`config.mk`:
```
export PLATFORM = sky130hd
export DESIGN_NAME = ofmap_accum_buffer
export DESIGN_NICKNAME = d
export VERILOG_FILES = /design/src/rtl/ofmap_accum_buffer.sv
export SDC_FILE = /design/constraint.sdc
export NUM_CORES = 1
export LEC_CHECK = 0
export CORE_ASPECT_RATIO = 2
export CORE_UTILIZATION = 45
export DETAILED_ROUTE_END_ITERATION = 10
export RECOVER_POWER = 100
export SLEW_MARGIN = 25
export SYNTH_ARGS = -nofsm -noshare
export SYNTH_HDL_FRONTEND = slang
export SYNTH_SLANG_ARGS = --single-unit
```
`constraint.sdc`:
```
create_clock -name clk -period 8.69 [get_ports clk]
set_clock_uncertainty 0.2 [all_clocks]
set_input_delay 1.3035 -clock clk [delete_from_list [all_inputs] [get_ports clk]]
set_output_delay 1.3035 -clock clk [all_outputs]
set_load 0.02 [all_outputs]
```
`src/rtl/ofmap_accum_buffer.sv`:
```
// ofmap_accum_buffer
//   Collects the top-row psums of a PE array. There is one lane per PE column.
//   Each lane accumulates into a per-row buffer entry over num_passes passes.
//   The finished rows are then streamed out, saturated to the output width,
//   under a valid/ready handshake.
//
// Ports
//   clk, rstb          clock, synchronous active-high reset
//   start              one-cycle job request, only honoured in IDLE
//   num_rows           rows per pass (1..ROW_DEPTH), latched on start
//   num_passes         passes to accumulate, latched on start (0 means 1)
//   busy               high while accumulating or draining
//   psum_valid/ready   psum row handshake; psum_in packs lane k at [k*BITWIDTH +: BITWIDTH]
//   ofmap_valid/ready  output row handshake; ofmap uses the same lane packing
//   ofmap_last         marks the final drained row
//   done               one-cycle pulse after the final row is accepted
module ofmap_accum_buffer #(
  parameter int BITWIDTH   = 16,
  parameter int PE_X_SIZE  = 3,
  parameter int ROW_DEPTH  = 8,
  parameter int ROW_ADDR_W = 3,
  parameter int PASS_W     = 4,
  parameter int ACC_WIDTH  = 2*BITWIDTH
) (
  input  logic                            clk,
  input  logic                            rstb,
  input  logic                            start,
  input  logic [ROW_ADDR_W-1:0]           num_rows,
  input  logic [PASS_W-1:0]               num_passes,
  output logic                            busy,
  input  logic                            psum_valid,
  output logic                            psum_ready,
  input  logic [PE_X_SIZE*BITWIDTH-1:0]   psum_in,
  output logic                            ofmap_valid,
  input  logic                            ofmap_ready,
  output logic [PE_X_SIZE*BITWIDTH-1:0]   ofmap,
  output logic                            ofmap_last,
  output logic                            done
);

  typedef enum logic [1:0] {IDLE, ACCUM, DRAIN} state_t;

  state_t                  state_q;
  logic [ROW_ADDR_W-1:0]   row_q;
  logic [PASS_W-1:0]       pass_q;
  logic [ROW_ADDR_W-1:0]   nrows_q;
  logic [PASS_W-1:0]       npass_q;
  logic                    done_q;

  logic signed [ACC_WIDTH-1:0] mem_q [ROW_DEPTH][PE_X_SIZE];
  logic signed [BITWIDTH-1:0]  lane_in [PE_X_SIZE];

  logic start_ok;
  logic row_last;
  logic pass_last;
  logic beat_acc;
  logic row_acc;

  function automatic logic signed [ACC_WIDTH-1:0] sext(input logic signed [BITWIDTH-1:0] v);
    return {{(ACC_WIDTH-BITWIDTH){v[BITWIDTH-1]}}, v};
  endfunction

  // Add one extra bit of headroom. If the top two bits of the sum differ,
  // the accumulator overflowed, and the top bit gives the direction to clamp.
  function automatic logic signed [ACC_WIDTH-1:0] sat_acc(
    input logic signed [ACC_WIDTH-1:0] a,
    input logic signed [BITWIDTH-1:0]  b
  );
    logic signed [ACC_WIDTH-1:0] be;
    logic signed [ACC_WIDTH:0]   s;
    be = sext(b);
    s  = {a[ACC_WIDTH-1], a} + {be[ACC_WIDTH-1], be};
    if (s[ACC_WIDTH] != s[ACC_WIDTH-1])
      return s[ACC_WIDTH] ? {1'b1, {(ACC_WIDTH-1){1'b0}}} : {1'b0, {(ACC_WIDTH-1){1'b1}}};
    return s[ACC_WIDTH-1:0];
  endfunction

  // The value fits in BITWIDTH when all bits from the output sign bit upward agree.
  function automatic logic signed [BITWIDTH-1:0] sat_out(input logic signed [ACC_WIDTH-1:0] a);
    if ((&a[ACC_WIDTH-1:BITWIDTH-1]) || ~(|a[ACC_WIDTH-1:BITWIDTH-1]))
      return a[BITWIDTH-1:0];
    return a[ACC_WIDTH-1] ? {1'b1, {(BITWIDTH-1){1'b0}}} : {1'b0, {(BITWIDTH-1){1'b1}}};
  endfunction

  always_comb begin
    for (int k = 0; k < PE_X_SIZE; k++)
      lane_in[k] = psum_in[k*BITWIDTH +: BITWIDTH];
  end

  assign start_ok  = (num_rows != '0) && (int'(num_rows) <= ROW_DEPTH);
  assign row_last  = (row_q == nrows_q - ROW_ADDR_W'(1));
  assign pass_last = (pass_q == npass_q - PASS_W'(1));
  assign beat_acc  = (state_q == ACCUM) && psum_valid;
  assign row_acc   = (state_q == DRAIN) && ofmap_ready;

  // Control: sequencing FSM, row/pass pointers and the done pulse
  always_ff @(posedge clk) begin
    if (rstb) begin
      state_q <= IDLE;
      row_q   <= '0;
      pass_q  <= '0;
      nrows_q <= '0;
      npass_q <= '0;
      done_q  <= 1'b0;
    end else begin
      done_q <= 1'b0;
      case (state_q)
        IDLE: begin
          if (start && start_ok) begin
            nrows_q <= num_rows;
            npass_q <= (num_passes == '0) ? PASS_W'(1) : num_passes;
            row_q   <= '0;
            pass_q  <= '0;
            state_q <= ACCUM;
          end
        end
        ACCUM: begin
          if (beat_acc) begin
            if (row_last) begin
              row_q <= '0;
              if (pass_last) begin
                pass_q  <= '0;
                state_q <= DRAIN;
              end else begin
                pass_q <= pass_q + PASS_W'(1);
              end
            end else begin
              row_q <= row_q + ROW_ADDR_W'(1);
            end
          end
        end
        DRAIN: begin
          if (row_acc) begin
            if (row_last) begin
              row_q   <= '0;
              done_q  <= 1'b1;
              state_q <= IDLE;
            end else begin
              row_q <= row_q + ROW_ADDR_W'(1);
            end
          end
        end
        default: state_q <= IDLE;
      endcase
    end
  end

  // Accumulation buffer: pass 0 overwrites, later passes saturating-add
  always_ff @(posedge clk) begin
    if (beat_acc) begin
      for (int k = 0; k < PE_X_SIZE; k++)
        mem_q[row_q][k] <= (pass_q == '0) ? sext(lane_in[k]) : sat_acc(mem_q[row_q][k], lane_in[k]);
    end
  end

  // Drain output: combinational read of the current row, zero outside DRAIN
  always_comb begin
    ofmap = '0;
    if (state_q == DRAIN) begin
      for (int k = 0; k < PE_X_SIZE; k++)
        ofmap[k*BITWIDTH +: BITWIDTH] = sat_out(mem_q[row_q][k]);
    end
  end

  assign busy        = (state_q != IDLE);
  assign psum_ready  = (state_q == ACCUM);
  assign ofmap_valid = (state_q == DRAIN);
  assign ofmap_last  = (state_q == DRAIN) && row_last;
  assign done        = done_q;

endmodule

```
; After elaboration in Yosys (flattened, before gate mapping)
; Memories as Yosys holds them, arrays and structs flattened. A register that Yosys moved wholly into a read port is not among the register bits.
; Index checks and enable logic that the tools add are counted.
[classes]
addsub = 7
mul = 0
div = 0
magnitude_cmp = 0
eq_ne = 13
shifts = 0
mux = 60
bitwise_logic = 5
reduce_logical = 25
[ops]
columns = cell, n
row1 = $mux 32, 15
row2 = $mux 16, 9
row3 = $add 32x16->33, 3
row4 = $reduce_and 17->1, 3
row5 = $reduce_or 17->1, 3
row6 = $mux 48, 1
row7 = $mux 4, 5
row8 = $mux 3, 6
row9 = $mux 1, 15
row10 = $mux 2, 6
row11 = $ne 2x1->1 const B, 5
row12 = $pmux 3 s3, 1
row13 = $logic_not 4->1, 2
row14 = $pmux 4 s2, 1
row15 = $reduce_and 4->1, 2
row16 = $pmux 2 s3, 1
row17 = $reduce_and 6->1, 1
row18 = $reduce_bool 3->1, 2
row19 = $not 1->1, 5
row20 = $add 4x1->4 const B, 1
row21 = $eq 4x4->1, 1
row22 = $logic_and 1x1->1, 4
row23 = $reduce_bool 2->1, 2
row24 = $sub 4x1->4 const B, 1
row25 = other kinds (11), 15
[totals]
reg_bits = 17
latchBits = 0
ramBits = 768
mem_bits_ro = 0
n_memories = 1
[mem_list]
columns = memory, depth, width, rd, rd_ports_with_merged_regs, wr, line
row1 = mem_q, 8, 96, 1, 1, 1, 50  ; logic signed [ACC_WIDTH-1:0] mem_q [ROW_DEPTH][PE_X_SIZE];

; Depth between registers and ports, before layout
[logic_depth]
word_depth = 7
mapped_depth = 22
depth_no_buf = 15

; Worst setup path after synthesis
; OpenSTA, ideal clock, no wires.
[synth_path]
path_type = in2reg
start = input psum_valid
end = memory mem_q[1][0] in the netlist's numbering (enable)
setup_time_ns = 0.669
t_arrival_ns = 7.919
path_slack_ns = -0.098
stages = 2
n_path_buf = 0
cell_sequence = nand2_1 nor3_1
[synth_between]
elab_chain_len = 3
[synth_lines]
columns = element, line
row1 = start: declaration, 31  ; input logic psum_valid,
row2 = $logic_and 1x1->1, 93  ; assign beat_acc = (state_q == ACCUM) && psum_valid;
row3 = $mux 1, 150  ; if (beat_acc) begin
row4 = $mux 1, 152  ; mem_q[row_q][k] <= (pass_q == '0) ? sext(lane_in[k]) : sat_acc(mem_q[row_q][k], lane_in[k]);
row5 = end: declaration, 50
; No other way between the ends.

; Final worst setup path
[layout_path]
start = input psum_valid
end = memory mem_q[4][45] in the netlist's numbering (enable)
; The elaborated chain is that of the path after synthesis.

==> out/metrics.yaml <==
setup_path:
  crit_fanout: 52
  crit_arrival_ns: 7.38
  r2r_end: "mem_q[5][56]$_DFFE_PP_"
  slowest_delay_ns: 3.05
  start_kind: "input pin"
  critPathCapture: "mem_q[4][45]$_DFFE_PP_"
  rrSetupSlack_ns: 1.39
  end_kind: "flip-flop"
  crit_path_start: "psum_valid"
  critPathKind: "input pin to flip-flop"
  r2r_cells: 14
  crit_chain: "dlygate4sd3_1 -> inv_1 -> or3_1 -> nor2_1 -> clkbuf_1"
  worst_path_max_delay_cell: "clkbuf_1"
  required_ns: 8.63
yosys:
  ys.flop_type: "edfxtp_1"
  syn_inst: 2405
  synth_top_cell_by_area: "edfxtp_1"
  synth_area_leaders: "edfxtp_1 (62%), mux4_2 (12%), ha_1 (3.5%), a21oi_1 (1.8%), mux2i_1 (1.7%)"
  synth_most_common_cell: "edfxtp_1"
  synth_edf_count: 768
  ys_warn_count: 0
  synth_async_sr_flop_share: 0
  ys_seq_area_frac: 0.633
  synth_top_area_frac: 0.622
  syn_avg_cell_area_sq_um: 15.4
  syn_area_sq_mm: 0.0371
  synth_cell_types: 81
  synth-seq-cells: 788
  ys_top_cells_by_count: "edfxtp_1 (768), mux4_2 (192), a21oi_1 (137)"
  synth_fp_nets: 2573
die:
  core_sq_mm: 0.0815
  die_h_um: 408
  boundaryPins: 113
  die_x_um: 205
  rows: 148
  initial_core_util: 0.455
  die-area_sq_mm: 0.0836
timing:
  rsz0062_at_grt: "false"
  drv_slew: 749
  finalCriticalPeriod_ns: 7.43
  fin_crit_sh: 0.855
  worstMarginPinSlew_ns: 4.21
  setup_viol: 0
  setup_tns_ns: 0
  clock.fmax_ghz: 0.135
  relSlewSlack: -1.80
  hold_viol: 0
  holdWs_ns: 0.271
cells_and_area:
  multi_input_comb_area_sq_mm: 0.0128
  antenna_cells: 0
  layout.nets: 2685
  register_area_sq_mm: 0.0235
  syn2layout_area_growth_pct: 12.1
  final_layout_size_suffix_gt1_frac: 0.145
  fill_cells: 6832
detailed_routing:
  vias: 21835
  dr.pass1.iters: 5
  vias_per_cell: 6.03
  wl_per_cell_um: 26.4
  routed_wirelength_um: 95500
  initialDrtViolationCount: 1406
  route.detailed.drc: 0
  postRouteAntennaNets: 0
global_routing:
  grt-ovfl-total: 0
  grt_max_degree: 97
  antenna_found_initial: 1
  grtUsageTotal: 0.235
  grt_pass1_vias: 23396
  grt_pass1_wl_um: 144000
clock_network:
  htreeDepth: 3
  cts_buffers: 72
  clockBufferDepth: 3
  cts_tree: "built"
  cts.sinks: 788
  postCtsSetupBuffers: 0
  cts_root_buf: "clkbuf_16"
  cts_hold_buffers: 0
  clock_latency_ns: 0.66
  ctsResizeCount: 0
  clk_pin_slew_ns: 0.07
power:
  seq_power_share: 0.391
  p_leak_nw: 13.5
  clkPwrFrac: 0.242
  swShare: 0.346
  peakVddDrop_mv: 0.217
  powerDensity_mw_per_mm2: 308
  power_switching_mw: 4.44
  p_int_mw: 8.38
  combinationalPowerShare: 0.367
status:
  status: "finished with violations"
  violations: "capacitance limit, slew limit"
placed_design:
  place_congestion: 0.965
  io_buffers: 112
  dp_hpwl_um: 62400
hold_path:
  hold_path_class: "flip-flop to flip-flop"
job:
  max-cap-violations: 18
[worst max-delay path, delay by kind of cell]
kind	cells	cell delay, ns
buffers and inverters	3	3.78
and+or+nand+nor	2	2.20
[metrics by stage]
| stage | cell area [sq um] | worst slack, ns | power (mW) | util | cells |
|---|---|---|---|---|---|
| after floorplan | 37100 | 2.28 | 8.37 | - | 2405 |
| after global placement | 39400 | 2.00 | 9.77 | 0.484 | 3491 |
| after detailed placement | 39400 | 1.83 | 9.86 | 0.484 | 3492 |
| after CTS | 41700 | 1.60 | 13.0 | 0.512 | 3621 |
| after global routing | 41600 | 0.674 | 13.5 | 0.510 | 3622 |
| final | 41600 | 1.26 | 12.8 | 0.510 | 3622 |
[power groups by stage]
stage,combinational (mW),clock (mW),sequential [mW]
floorplan,3.35,0,5.01
global placement,4.69,0,5.08
detailed placement,4.77,0,5.09
CTS,4.79,3.18,5.01
global route,5.13,3.30,5.03
finish,4.70,3.11,5.01
[cell usage in the layout (no fill, tap or decap), types with 20 or more instances in the layout]
cell type,n
mux4_2,192
inv_1,92
clkdlybuf4s50_1,79
xnor2_1,50
ha_1,105
nand3_1,40
nand2_1,110
a21o_1,42
mux2_2,39
mux2i_1,64
dlygate4sd3_1,33
clkbuf_1,33
nand2b_1,20
nor3_1,21
a21oi_1,137
nor2_1,116
nand4_1,25
edfxtp_1,768
clkbuf_16,73
o21ai_0,133
xor2_1,42
o22ai_1,21
a211oi_1,22
[flip-flops by register name, indices dropped and copies added (netlist names), named ones only]
register  flops
row_q         3
mem_q       768
pass_q        4
npass_q       4
state_q       2
done          1
nrows_q       3
[final cells by class]
cell class                 count  area share
inverter                      92     0.00831
clock inverter                40     0.00942
timing repair buffer         149      0.0334
clock buffer                  89      0.0454
sequential                   788       0.565
tap                         1050      0.0316
multi-input combinational   1414       0.307
[logic make-up (layout without fill, tap and decap cells)]
group                    count (synthesis)  in the layout  synth area share
adder cells (fa/ha/maj)                108            108            0.0371
XOR/XNOR                                92             92            0.0217
multiplexers                           295            295             0.146
flip-flops                             788            788             0.633
buffers and inverters                  203            370            0.0229
AND/OR/NAND/NOR                        431            431            0.0574
AO/OA/AOI/OAI                          488            488            0.0822
[worst min-delay path by stage]
stage                                 start                       to  depth (start not counted)
finish              nrows_q[1]$_SDFFE_PP0P_  nrows_q[1]$_SDFFE_PP0P_                          2
global route        nrows_q[1]$_SDFFE_PP0P_  nrows_q[1]$_SDFFE_PP0P_                          2
floorplan           nrows_q[1]$_SDFFE_PP0P_  nrows_q[1]$_SDFFE_PP0P_                          2
global placement    nrows_q[1]$_SDFFE_PP0P_  nrows_q[1]$_SDFFE_PP0P_                          2
CTS                 nrows_q[1]$_SDFFE_PP0P_  nrows_q[1]$_SDFFE_PP0P_                          2
detailed placement  nrows_q[1]$_SDFFE_PP0P_  nrows_q[1]$_SDFFE_PP0P_                          2
[routing by layer]
layer	vias to the layer above	part of all wire	wire [um]	global-route usage
li1	9806	-	-	-
met1	11254	0.36	34700	0.256
met2	566	0.55	52100	0.433
met3	207	0.036	3470	0.0341
met4	2	0.055	5210	0.125
met5	-	0.00015	14	0
(Power assumes the default switching activity.)
==> variant 1, RTL diff (same flow settings) <==
`ROW_DEPTH`: 8 -> 16.
--- a/src/rtl/ofmap_accum_buffer.sv
+++ b/src/rtl/ofmap_accum_buffer.sv
@@ -17,7 +17,7 @@
 module ofmap_accum_buffer #(
   parameter int BITWIDTH   = 16,
   parameter int PE_X_SIZE  = 3,
-  parameter int ROW_DEPTH  = 8,
+  parameter int ROW_DEPTH  = 16,
   parameter int ROW_ADDR_W = 3,
   parameter int PASS_W     = 4,
   parameter int ACC_WIDTH  = 2*BITWIDTH
Function: not settled (the Yosys comparison gave no result); the edit may change what the design does.
==> variant 1 against the unedited design <==
- the run still ends with capacitance limit, slew limit left
- sequential cell count is the same
- final cell count is essentially flat
- design area grew 0.13%
- wire length grew 0.47%
- worst hold slack gained 4.7 ps
- power grew 0.34%
- critical path depth grew 9
- combinational power grew 0.9%
- fmax grew 3.0%
- worst setup slack gained 210 ps
- sequential power is essentially flat
- non-clock buffer count grew 4
- area after synthesis is essentially flat
- critical endpoint is now mem_q[0][22]
- largest cell class unchanged
==> variant 1: results (changes against the unedited design) <==
global_routing:
  global_route_wire_length_before_repair_mm: 144  # about the same
  grt_pass1_vias: 23000  # was 23400
  grt_start_max_net_pins: 72  # was 97
  tot_gr_track_use: 0.235  # about the same
  antenna_found_initial: 3  # was 1
layout:
  num-nets-final: 2688  # was 2685
  nNonClkBuffers: 153  # was 149
  share_of_cell_area_taken_by_multi_input_logic_gates: 0.307  # about the same
  sh_seq_area: 0.564  # was 0.565
  n_all_inverters: 92  # unchanged
  design_area_um2: 41600  # about the same
  clockBufferCount: 84  # was 89
  drive_above_1_share: 0.149  # was 0.145
  area_share_clock_buf_inv: 0.0545  # was 0.0548
sta:
  final_critical_path_setup_slack_ps: 1470  # was 1260 ps
  max_slew.worst_pin.slew_ps: 4000  # was 4210 ps
  timing.final.max_slew_violations: 791  # was 749
synth:
  synth_async_sr_flop_share: 0  # unchanged
  synth_xor_xnor_area_share: 0.0217  # about the same
  synth-adder-area-share: 0.0371  # about the same
  synth_commonest_cells: "sky130_fd_sc_hd__edfxtp_1, sky130_fd_sc_hd__mux4_2, sky130_fd_sc_hd__a21oi_1"  # unchanged
  post_synth_mux_area_share: 0.146  # about the same
  ys_seq_area_frac: 0.633  # about the same
  synth_fp_nets: 2574  # was 2573
  synth_compound_gate_area_share: 0.0822  # about the same
placed_design:
  placedInstanceArea_um2: 39400  # about the same
  pre_cts_slack_ps: 2040  # was 1830 ps
  gp_routability_congestion: 0.919  # was 0.965
drt:
  route.detailed.wl_per_inst_um: 26.5  # was 26.4 um
  dr_total_vias: 21700  # was 21800
  met3RoutedLength_mm: 3.40  # was 3.47 mm
  route.layer.met1.wl_mm: 34.8  # was 34.7 mm
  detail_route.iter0.violations: 1434  # was 1406
worst_setup_path:
  setup.reg_to_reg.worst_slack_ps: 1470  # was 1390 ps
  worstReg2RegEnd: "mem_q[0][22]"  # was mem_q[5][56]
  crit_path_top_delay_cell: "sky130_fd_sc_hd__o32ai_1"  # was sky130_fd_sc_hd__clkbuf_1
  cp.arrival_ps: 7340  # was 7380 ps
  cpPeakStageDelay_ps: 960  # was 3050 ps
  crit_path_max_fanout: 37  # was 52
  worst_setup_path_start_kind: "flip-flop"  # was primary input
  path_delay_family: "compound AO/OA/AOI/OAI gates"  # was buffers and inverters
pwr:
  comb_power_share: 0.369  # was 0.367
  switchingPower_mw: 4.50  # was 4.44 mW
  share_seq_of_total_power: 0.389  # was 0.391
  power.ir.vdd_worst_uv: 253  # was 217 uV
flow_run:
  max_cap_violations: 17  # was 18
clocking:
  clk_pin_slew_ps: 60
  clock_path_buffers: 3  # unchanged
  cts_inserted_buffers: 71  # was 72
outcome:
  result_of_the_run: "finished with violations"  # unchanged
  failing_checks: "capacitance limit, slew limit"  # unchanged
die:
  die_footprint_um2: 83600  # about the same
variant 1: changes by cell type in the layout (fill, tap and decap cells not counted), moves of 2 or more:
cell,change
sky130_fd_sc_hd__clkinv_4,-3
sky130_fd_sc_hd__inv_16,+2
sky130_fd_sc_hd__clkbuf_2,+2
sky130_fd_sc_hd__buf_4,+3
sky130_fd_sc_hd__clkbuf_1,-6
sky130_fd_sc_hd__clkinv_2,+2
sky130_fd_sc_hd__nor2_1,-3
sky130_fd_sc_hd__clkinv_8,-2
sky130_fd_sc_hd__clkinvlp_4,+2
variant 1: metrics by stage:
step / hold WS [ps] / instances / power, mW
2_1_floorplan: 236 / 2406 / 8.37
3_3_place_gp: 255 / 3495 / 9.83
3_5_place_dp: 264 / 3495 / 9.89
4_1_cts: 280 / 3623 / 13.0
5_1_grt: 312 / 3625 / 13.5
6_report: 275 / 3625 / 12.9
variant 1: routing by layer:
layer  up-vias  track usage
met5         -            0
met4         4        0.118
met3       212       0.0337
met2       549        0.435
met1     11200        0.258
li1       9819            -
==> variant 2, RTL diff (config.mk and constraints unchanged) <==
Without the edit above. Make the reset (`rstb`) asynchronous in one clocked block. Comments in the files are not updated.
--- a/src/rtl/ofmap_accum_buffer.sv
+++ b/src/rtl/ofmap_accum_buffer.sv
@@ -94,7 +94,7 @@
   assign row_acc   = (state_q == DRAIN) && ofmap_ready;
 
   // Control: sequencing FSM, row/pass pointers and the done pulse
-  always_ff @(posedge clk) begin
+  always_ff @(posedge clk or posedge rstb) begin
     if (rstb) begin
       state_q <= IDLE;
       row_q   <= '0;
Function: not settled (the Yosys comparison gave no result); the edit may change what the design does.
==> variant 2 against the unedited design <==
- worst setup slack got worse by 530 ps
- wire length increased by 11%
- the flow finishes with violations (DRC, capacitance limit, slew limit)
- sequential cell count decreased by 3
- count of clock-buffer cells in the layout decreased by 11
- area after synthesis decreased by 0.78%
- largest cell class unchanged
- design area decreased by 1.1%
- sequential share of layout area increased by 0.68 points
Power is not shown: default switching activity piles up to over one toggle a cycle in this logic, so the estimate is an artifact.
==> variant 2: results (changes against the unedited design) <==
outcome:
  result_of_the_run: "finished with violations"  # unchanged
  failing_checks: "DRC, capacitance limit, slew limit"  # was capacitance limit, slew limit
placed_design:
  gp_routability_congestion: 0.912  # was 0.965
flow_run:
  max_cap_violations: 26  # was 18
layout:
  num-nets-final: 2930  # was 2685
  fillers: 6978  # was 6832
synth:
  yosys.cell_types.count: 90  # was 81
  largest_cells_by_area_after_synthesis: "sky130_fd_sc_hd__edfxtp_1, sky130_fd_sc_hd__ha_1, sky130_fd_sc_hd__a22oi_1"  # was sky130_fd_sc_hd__edfxtp_1, sky130_fd_sc_hd__mux4_2, sky130_fd_sc_hd__ha_1
  synth_commonest_cells: "sky130_fd_sc_hd__edfxtp_1, sky130_fd_sc_hd__nand2_1, sky130_fd_sc_hd__a21oi_1"  # was sky130_fd_sc_hd__edfxtp_1, sky130_fd_sc_hd__mux4_2, sky130_fd_sc_hd__a21oi_1
  synth_fp_nets: 2808  # was 2573
global_routing:
  grt_pass1_vias: 24800  # was 23400
  tot_gr_track_use: 0.258  # was 0.235
drt:
  dr.pass1.iters: 8  # was 5
  route.detailed.wl_per_inst_um: 27.4  # was 26.4 um
  wirelength_mm: 106  # was 95.5 mm
  drcViolationCount: 2  # was 0
  dr_total_vias: 24400  # was 21800
worst_setup_path:
  cp.arrival_ps: 8000  # was 7380 ps
  crit_path_max_fanout: 56  # was 52
  crit_path_top_delay_cell: "sky130_fd_sc_hd__o21ai_0"  # was sky130_fd_sc_hd__clkbuf_1
  worstReg2RegEnd: "mem_q[4][69]"  # was mem_q[5][56]
  setup.reg_to_reg.worst_slack_ps: 730  # was 1390 ps
sta:
  timing.final.max_slew_violations: 849  # was 749
  fin_hold_ws_ps: 320  # was 271 ps
worst_hold_path:
  worstHoldEndpoint: "nrows_q[1]"  # unchanged
clocking:
  cts_inserted_buffers: 70  # was 72
variant 2: cell types whose count changed in the layout (fill, tap and decap cells not counted), sizes merged, moves of 28 or more:
cell	before	now
mux4	192	46
a22oi	3	105
a221oi	2	91
nand2	112	196
mux2i	64	34
nand3	42	71
o211ai	11	40
inv	96	68
variant 2: cell families after synthesis:
kind of cell | synth area share
flops | 0.639
simple gates | 0.0724
compound gates | 0.146
mux | 0.0575
xor+xnor | 0.0198
fa+ha+maj | 0.0376
buf+inv | 0.0278
variant 2: area by class of cell:
| type | count | area share |
|---|---|---|
| sequential | 785 | 0.572 |
| multi-input combinational | 1660 | 0.300 |
| clock buffer | 78 | 0.0439 |
| timing repair buffer | 182 | 0.0372 |
| tap | 1050 | 0.0320 |
| clock inverter | 45 | 0.00950 |
| inverter | 63 | 0.00575 |
variant 2: metal layers:
metal / routed length, um / track usage / vias to the layer above
li1: - / - / 10800
met1: 40800 / 0.313 / 12400
met2: 54400 / 0.449 / 929
met3: 5900 / 0.0391 / 271
met4: 4780 / 0.116 / 0
met5: 0 / 0 / -
variant 2: worst reg2reg max path, stage by stage, from the launching register on:
cell                       delay [ps]
sky130_fd_sc_hd__dfrtp_1          660
sky130_fd_sc_hd__buf_4            830
sky130_fd_sc_hd__nor2_1           580
sky130_fd_sc_hd__a22o_1           390
sky130_fd_sc_hd__a221oi_1         220
sky130_fd_sc_hd__nand3_1          160
sky130_fd_sc_hd__ha_1             360
sky130_fd_sc_hd__o211ai_1         190
sky130_fd_sc_hd__a21oi_1          120
sky130_fd_sc_hd__o311ai_0         640
sky130_fd_sc_hd__a31oi_1          430
sky130_fd_sc_hd__a22oi_1          360
sky130_fd_sc_hd__a31oi_1          320
sky130_fd_sc_hd__and2_0           280
sky130_fd_sc_hd__o21ai_0         1180
sky130_fd_sc_hd__a21oi_1          600
variant 2: worst max-delay path by stage:
stage / cells past startpoint / to / from
final: 15 / mem_q[4][69] / row_q[2]
after CTS: 12 / ofmap[40] / row_q[2]
after floorplan: 10 / mem_q[0][0] / row_q[2]
after global routing: 11 / ofmap[40] / row_q[2]
after detailed placement: 16 / mem_q[5][81] / row_q[2]
after global placement: 15 / mem_q[1][93] / row_q[2]
variant 2: through the flow:
stage,setup slack (ps),instance area (um^2)
after global placement,1580,39100
after floorplan,-610,36800
after CTS,1090,41300
final,729,41100
after detailed placement,1580,39100
after global routing,416,41100
